[config.mk]
export PLATFORM = sky130hd
export DESIGN_NAME = regfile_write_sequencer
export DESIGN_NICKNAME = d
export VERILOG_FILES = /design/src/rtl/regfile_seq_pkg.sv /design/src/rtl/regfile_write_sequencer.sv
export SDC_FILE = /design/constraint.sdc
export NUM_CORES = 1
export LEC_CHECK = 0
export CAP_MARGIN = 10
export CORE_MARGIN = 5
export CORE_UTILIZATION = 46
export DETAILED_ROUTE_END_ITERATION = 10
export HOLD_SLACK_MARGIN = 0.1
export PLACE_DENSITY = 0.84
export SYNTH_ARGS = -nofsm -noshare
export SYNTH_HDL_FRONTEND = slang
export SYNTH_SLANG_ARGS = --single-unit
[constraint.sdc]
create_clock -name i_clk -period 2.11 [get_ports i_clk]
set_input_delay 0.633 -clock i_clk [delete_from_list [all_inputs] [get_ports i_clk]]
set_output_delay 0.633 -clock i_clk [all_outputs]
set_load 0.05 [all_outputs]
[src/rtl/regfile_seq_pkg.sv]
// Shared types and constants for the register-file write sequencer.
package regfile_seq_pkg;

  localparam int unsigned REG_IDX_W   = 5;
  localparam int unsigned DATA_W      = 32;
  localparam int unsigned QUO_REG_DEF = 29;
  localparam int unsigned REM_REG_DEF = 30;

  // Divider buffer state: which halves of the result still need the port.
  typedef enum logic [1:0] {
    IDLE   = 2'd0,
    WR_QUO = 2'd1,
    WR_REM = 2'd2
  } seq_state_e;

  // One register-file write: destination index plus data.
  typedef struct packed {
    logic [REG_IDX_W-1:0] addr;
    logic [DATA_W-1:0]    data;
  } rf_wr_t;

endpackage

[src/rtl/regfile_write_sequencer.sv]
// Owns the register file write port: pipeline writeback has priority, buffered
// divider results drain as quotient then remainder, and a stall is requested
// when the buffered results keep losing arbitration.
module regfile_write_sequencer
  import regfile_seq_pkg::*;
#(
  parameter int unsigned QUO_REG      = QUO_REG_DEF,
  parameter int unsigned REM_REG      = REM_REG_DEF,
  parameter int unsigned STARVE_LIMIT = 4
) (
  input  logic                 i_clk,
  input  logic                 i_reset,
  input  logic                 i_wb_reg_write,
  input  logic [REG_IDX_W-1:0] i_wb_write_register,
  input  logic [DATA_W-1:0]    i_wb_write_data,
  input  logic                 i_div_valid,
  output logic                 o_div_ready,
  input  logic [DATA_W-1:0]    i_quotient,
  input  logic [DATA_W-1:0]    i_remainder,
  output logic                 o_reg_write,
  output logic [REG_IDX_W-1:0] o_write_register,
  output logic [DATA_W-1:0]    o_write_data,
  output logic                 o_quo_pending,
  output logic                 o_rem_pending,
  output logic                 o_stall_req
);

  localparam int unsigned CNT_W = (STARVE_LIMIT < 1) ? 1 : $clog2(STARVE_LIMIT + 1);
  localparam logic [CNT_W-1:0]     CNT_LIMIT = CNT_W'(STARVE_LIMIT);
  localparam logic [REG_IDX_W-1:0] QUO_IDX   = REG_IDX_W'(QUO_REG);
  localparam logic [REG_IDX_W-1:0] REM_IDX   = REG_IDX_W'(REM_REG);

  seq_state_e         r_state;
  logic               r_quo_pend;
  logic               r_rem_pend;
  logic [DATA_W-1:0]  r_quo_data;
  logic [DATA_W-1:0]  r_rem_data;
  logic               r_reg_write;
  rf_wr_t             r_wr;
  logic [CNT_W-1:0]   r_cnt;
  logic               r_stall;
  logic               r_div_ready;

  seq_state_e         w_state_next;
  logic               w_quo_pend_next;
  logic               w_rem_pend_next;
  logic               w_reg_write_next;
  rf_wr_t             w_wr_next;
  logic [CNT_W-1:0]   w_cnt_next;
  logic               w_stall_next;
  logic               w_pipe_eff;
  logic               w_accept;
  logic               w_issue;

  assign o_div_ready      = r_div_ready;
  assign o_reg_write      = r_reg_write;
  assign o_write_register = r_wr.addr;
  assign o_write_data     = r_wr.data;
  assign o_quo_pending    = r_quo_pend;
  assign o_rem_pending    = r_rem_pend;
  assign o_stall_req      = r_stall;

  // Arbitration, cancellation, buffer-state and starvation next-state logic.
  always_comb begin
    w_state_next     = r_state;
    w_quo_pend_next  = r_quo_pend;
    w_rem_pend_next  = r_rem_pend;
    w_reg_write_next = 1'b0;
    w_wr_next        = r_wr;
    w_cnt_next       = r_cnt;
    w_stall_next     = r_stall;
    w_issue          = 1'b0;
    w_pipe_eff       = i_wb_reg_write && (i_wb_write_register != '0);
    w_accept         = i_div_valid && (r_state == IDLE);

    if (w_pipe_eff) begin
      w_reg_write_next = 1'b1;
      w_wr_next.addr   = i_wb_write_register;
      w_wr_next.data   = i_wb_write_data;
      // A newer pipeline value supersedes the buffered one for the same register.
      if (r_quo_pend && (i_wb_write_register == QUO_IDX)) w_quo_pend_next = 1'b0;
      if (r_rem_pend && (i_wb_write_register == REM_IDX)) w_rem_pend_next = 1'b0;
    end else begin
      unique case (r_state)
        WR_QUO: begin
          w_reg_write_next = 1'b1;
          w_wr_next.addr   = QUO_IDX;
          w_wr_next.data   = r_quo_data;
          w_quo_pend_next  = 1'b0;
          w_issue          = 1'b1;
        end
        WR_REM: begin
          w_reg_write_next = 1'b1;
          w_wr_next.addr   = REM_IDX;
          w_wr_next.data   = r_rem_data;
          w_rem_pend_next  = 1'b0;
          w_issue          = 1'b1;
        end
        default: ;
      endcase
    end

    if (w_accept) begin
      w_quo_pend_next = 1'b1;
      w_rem_pend_next = 1'b1;
    end

    if (w_quo_pend_next)      w_state_next = WR_QUO;
    else if (w_rem_pend_next) w_state_next = WR_REM;
    else                      w_state_next = IDLE;

    if (w_issue || (r_state == IDLE) || (w_state_next == IDLE)) begin
      w_cnt_next = '0;
    end else if (w_pipe_eff && (r_cnt != CNT_LIMIT)) begin
      w_cnt_next = r_cnt + CNT_W'(1);
    end

    if (w_issue || (w_state_next == IDLE)) begin
      w_stall_next = 1'b0;
    end else if (w_cnt_next == CNT_LIMIT) begin
      w_stall_next = 1'b1;
    end
  end

  // State, buffer and registered write-port outputs.
  always_ff @(posedge i_clk) begin
    if (i_reset) begin
      r_state     <= IDLE;
      r_quo_pend  <= 1'b0;
      r_rem_pend  <= 1'b0;
      r_quo_data  <= '0;
      r_rem_data  <= '0;
      r_reg_write <= 1'b0;
      r_wr        <= '0;
      r_cnt       <= '0;
      r_stall     <= 1'b0;
      r_div_ready <= 1'b1;
    end else begin
      r_state     <= w_state_next;
      r_quo_pend  <= w_quo_pend_next;
      r_rem_pend  <= w_rem_pend_next;
      r_reg_write <= w_reg_write_next;
      r_wr        <= w_wr_next;
      r_cnt       <= w_cnt_next;
      r_stall     <= w_stall_next;
      r_div_ready <= (w_state_next == IDLE);
      if (w_accept) begin
        r_quo_data <= i_quotient;
        r_rem_data <= i_remainder;
      end
    end
  end

endmodule

Word level (Yosys, flattened, before mapping) --
Index checks and enable logic that the tools add are counted.
Word-level totals: register bits after elaboration 111, bits of input ports 105, output and inout bits 42, logic and storage cells 49
Cells by class: add/subtract/negate cells 1, equal/unequal tests 6, mux-type cells 17, reduce and logical (&&, ||, !) cells 14
Operators with widths (count):
- $pmux 37 s2 | 1
- $mux 37 | 1
- $mux 1 | 11
- $eq 5x5->1 const B | 2
- $mux 3 | 2
- $logic_and 1x1->1 | 5
- $reduce_bool 5->1 | 1
- $logic_not 2->1 | 2
- $mux 2 | 2
- $reduce_or 2->1 | 2
- $add 3x1->3 const B | 1
- $eq 3x3->1 const B | 1
- $logic_or 1x1->1 | 3
- $ne 3x3->1 const B | 1
- $reduce_bool 3->1 | 1
- $eq 2x1->1 const B | 1
- $eq 2x2->1 const B | 1

Depth between registers and ports, before layout --
depth after elaboration 11, depth in mapped cells 8, mapped depth without buffers 7

Least setup slack after synthesis --
OpenSTA, ideal clock, no wires.
path kind flip-flop to flip-flop, start point register r_state[0], end point register r_wr, in the netlist o_write_data[10], arrival 1879 ps, path slack 99 ps, cell stages (with the launch flop) 8, buffers on the path 2, cell sequence dfxtp_1 -> inv_1 -> ha_1 -> or3_1 -> clkbuf_1 -> buf_2 -> nor2_1 -> nor3_1
Between the ends: longest elaborated chain between the ends 3, elaborated cells on any way between the ends 5
RTL lines:
- from (decl) | RTL line regfile_write_sequencer.sv:33 | seq_state_e r_state;
- from (signal assigned) | RTL line regfile_write_sequencer.sv:139 | r_state <= w_state_next;
- $eq 2x2->1 / $eq 2x1->1 (equally long branches) | RTL line regfile_write_sequencer.sv:84 | unique case (r_state)
- $pmux 37 s2 | RTL line regfile_write_sequencer.sv:84
- $mux 37 | RTL line regfile_write_sequencer.sv:76 | if (w_pipe_eff) begin
- to (signal assigned) | RTL line regfile_write_sequencer.sv:143 | r_wr <= w_wr_next;
- to (decl) | RTL line regfile_write_sequencer.sv:39 | rf_wr_t r_wr;
Parallel ways exist; a longest one is shown, timed or not. The select of a mux whose other input is x is not followed. A chain may end at the register's enable or synchronous reset.

Worst setup path in the final report --
start point input i_wb_write_register[4], end point register r_cnt[0]
Between the ends: longest elaborated chain between the ends 10, elaborated cells on any way between the ends 21
RTL lines:
- from (decl) | RTL line regfile_write_sequencer.sv:14 | input logic [REG_IDX_W-1:0] i_wb_write_register,
- $eq 5x5->1 | RTL line regfile_write_sequencer.sv:82 | if (r_rem_pend && (i_wb_write_register == REM_IDX)) w_rem_pend_next = 1'b0;
- $logic_and 1x1->1 | RTL line regfile_write_sequencer.sv:82
- $mux 1 | RTL line regfile_write_sequencer.sv:82
- $mux 1 | RTL line regfile_write_sequencer.sv:76
- $mux 1 | RTL line regfile_write_sequencer.sv:103 | if (w_accept) begin
- $mux 2 | RTL line regfile_write_sequencer.sv:109 | else if (w_rem_pend_next) w_state_next = WR_REM;
- $mux 2 | RTL line regfile_write_sequencer.sv:108 | if (w_quo_pend_next) w_state_next = WR_QUO;
- $logic_not 2->1 | RTL line regfile_write_sequencer.sv:112 | if (w_issue || (r_state == IDLE) || (w_state_next == IDLE)) begin
- $logic_or 1x1->1 | RTL line regfile_write_sequencer.sv:112
- $mux 3 * | RTL line regfile_write_sequencer.sv:112
- to (signal assigned) | RTL line regfile_write_sequencer.sv:144 | r_cnt <= w_cnt_next;
- to (decl) | RTL line regfile_write_sequencer.sv:40 | logic [CNT_W-1:0] r_cnt;
Every way passes the cells marked *; elsewhere a longest branch is shown, timed or not.

==> impl_results.md <==
* Fin nets at 858
* Initial Util at 0.474
* RSZ-0062 raised after global routing: false
* Crit-path leading delay family: simple AND/OR/NAND/NOR gates
* Worst path required time at 2.40 ns
* Worst setup SP type: input pin
* Worst skew pair latency at 0.37 ns
* Io pins at 147
* Peak VDD IR at 0.000471 V
* Relative slew slack at 0.658
* Drt pass-1 iters at 4
* Total negative setup slack at -0.00104 ns
* Final hold viol count at 0
* EDFF count, synth at 0
* Critical-path top delay cell: clkdlybuf4s50_1
* Initial antenna violation count at 0
* Distinct cells, synth at 38
* Leak pwr at 2.55 nW
* GRT overflow at 0
* Vias in the first global route at 4,533
* Power per cell area at about 780 mW/mm²
* Seq cells post-synth at 110
* DR vias/cell at ~5.3
* Violations in the final reports: negative setup slack
* Root Buffer: clkbuf_8
* Final WS setup at -0.00104 ns
* Area grow syn2layout at 39.4%
* Clock Sinks at 110
* Avg Synthesized Cell Area at approximately 7.6 µm²
* Max clock buf depth at 2
* Number of H-tree levels at 3
* Synthesized area at ~0.0046 mm²
* Pin count of the biggest net entering global routing at 67
* Seq/Total Area, Yosys at 0.476
* Final WL at ~13,000 µm
* Slew Limit Fails at 0
* Min-delay worst type: reg -> reg
* Area post-placement at roughly 0.0062 mm²
* Gr usage total at 0.210
* Setup CP Type: in -> reg
* CTS tree: yes
* Share of layout cells above drive strength 1 at 0.112
* # port buffers at around 150
* Post-route ant nets at 0
* Worst Path Buf+Inv at 1
* CP Capture Type: flip-flop
* Total number of vias at ~4,700
* Max_cap viols at 0
* Max stage delay on crit path at 0.52 ns
* Die ar. at 0.0122 mm²
* Maximum clock rate at around 0.47 GHz
* Final setup vio count at 1
* Critical Path AT at around 2.4 ns
* Syn nets at 724
* Post-CTS Setup Bufs at 0
* Fillcell total at 833
* Worst clock skew at ~0.017 ns
* TritonCTS buffer count at 9
* Iteration-0 DRC Markers at 205
* CTS clk-pin slew, worst paths at 0.11 ns
* Core area at 0.00977 mm²
* Worst path cell trace: clkdlybuf4s50_1 -> or3_4 -> o21ai_4 -> nand2_2 -> a41o_4 -> nor4_2
* Prevailing post-synth register cell: dfxtp_1
* Tcrit/Tclk final at 1.00
* Number of core rows at 36
* Die W at around 110 µm
* Worst Tran Pin Value at just over 0.5 ns
* Post-synthesis cell count at 613
* Final design area excluding fillers at 0.00646 mm²
* CTS Hold Buffers Added at 0
* Number of diodes at 0
* Yosys Warn Count at 0
* Drt drc at 0
* Avg WL per Cell at 14.7 µm
* Min Tclk post-route at 2.11 ns
* Crit path max fanout at 5
* DP Wirelength at 9220 µm
* Die Y at 110 µm
* FFs w/ async S/R, synth at 0
* Routability Congestion at ~0.86
* First-pass GRT wire length at 20,500 µm
* Outcome: finished, violations left
[where the power goes]
part	switching [mW]	total [mW]	internal (mW)	leakage, nW
logic	0.841	1.40	0.555	1.54
clock network	0.714	1.27	0.559	0.101
registers	0.0937	2.35	2.25	0.906
[worst reg2reg max path, stage by stage, from the launching register on]
cell      delay [ns]
dfxtp_1         0.38
inv_1           0.11
ha_2            0.26
buf_4           0.36
nor2_1          0.08
a221oi_1        0.34
a21oi_1         0.09
nor3_1          0.18
[what timing repair did]
action | CTS | global route
pin swaps | 0 | 1
gates resized for setup | 13 | 5
setup endpoints to repair | 13 | 16
[Yosys cell counts, types with 2 or more instances]
master / count / area (µm²)
nand3_1: 2 / 10.0
dfxtp_1: 110 / 2200
nand2_1: 132 / 495
nor4_1: 2 / 12.5
buf_1: 4 / 15.0
a21oi_1: 100 / 500
buf_2: 7 / 35.0
inv_1: 37 / 139
and2_1: 2 / 12.5
nor2_1: 79 / 297
ha_1: 6 / 75.1
nor3_1: 36 / 180
a221oi_1: 32 / 280
clkbuf_1: 38 / 143
mux2i_1: 2 / 20.0
nor2b_1: 2 / 12.5
[kinds of logic after synthesis]
logic type | Yosys count | share of synthesized area
AOI/OAI and AO/OA | 144 | 0.195
xor gates and xnor gates | 1 | 0.00189
adders and majority gates | 6 | 0.0162
buffers and inverters | 86 | 0.0716
DFF | 110 | 0.476
muxes | 2 | 0.00432
and+or+nand+nor | 264 | 0.236
[placed cells by master, fill, tap and decap left out, types with 3 or more instances in the layout]
master,count
inv_1,37
ha_1,5
clkinv_4,3
nor2_1,79
a21oi_1,100
clkbuf_8,9
clkdlybuf4s50_1,102
dfxtp_1,110
buf_12,4
a221oi_1,31
nand2_1,131
buf_4,51
dlygate4sd2_1,13
nor3_1,36
[per-stage QoR]
step / worst slack [ns] / util / power (mW) / cells / hold slack [ns]
floorplan: 0.0993 / - / 3.25 / 613 / 0.436
global placement: -0.266 / 0.639 / 3.75 / 869 / 0.442
detailed placement: -0.367 / 0.639 / 3.80 / 869 / 0.446
CTS: 0.0238 / 0.658 / 5.04 / 885 / 0.461
global route: 0.000614 / 0.661 / 5.28 / 885 / 0.482
finish: -0.00104 / 0.661 / 5.02 / 885 / 0.460
[state kept, by name, summed over array words and instances (netlist names)]
name              flops
o_write_data         32
r_state               2
o_div_ready           1
o_rem_pending         1
r_quo_data           32
r_cnt                 3
o_stall_req           1
o_reg_write           1
o_write_register      5
r_rem_data           32
[final cells by class]
| type | instances | area [µm²] | share of cell area |
|---|---|---|---|
| clock inverters | 6 | 70.1 | 0.0109 |
| inverters | 37 | 139 | 0.0215 |
| multi-input cells | 417 | 2130 | 0.330 |
| well taps | 133 | 166 | 0.0258 |
| repair buffers | 172 | 1620 | 0.251 |
| flip-flops and latches | 110 | 2200 | 0.341 |
| clock buffers | 10 | 128 | 0.0198 |
[worst paths after layout]
path	startpoint	slack (ns)	depth (start not counted)	endpoint
worst max-delay path	i_wb_write_register[4]	-0.001	6	r_cnt[0]$_SDFF_PP0_
worst min-delay path	r_rem_data[29]$_SDFFE_PP0P_	0.46	2	r_rem_data[29]$_SDFFE_PP0P_
worst max register to register	r_state[0]$_SDFF_PP0_	0.25	7	o_write_data[25]$_SDFFE_PP0P_
worst min register to register	r_rem_data[29]$_SDFFE_PP0P_	0.46	2	r_rem_data[29]$_SDFFE_PP0P_
[per-layer routing]
metal / wire length, µm / global-route usage
met3: 902 / 0.0315
met5: 0 / 0
met4: 347 / 0.0976
met1: 5210 / 0.251
met2: 6580 / 0.370
No activity file was read; power rests on OpenSTA's default activity.
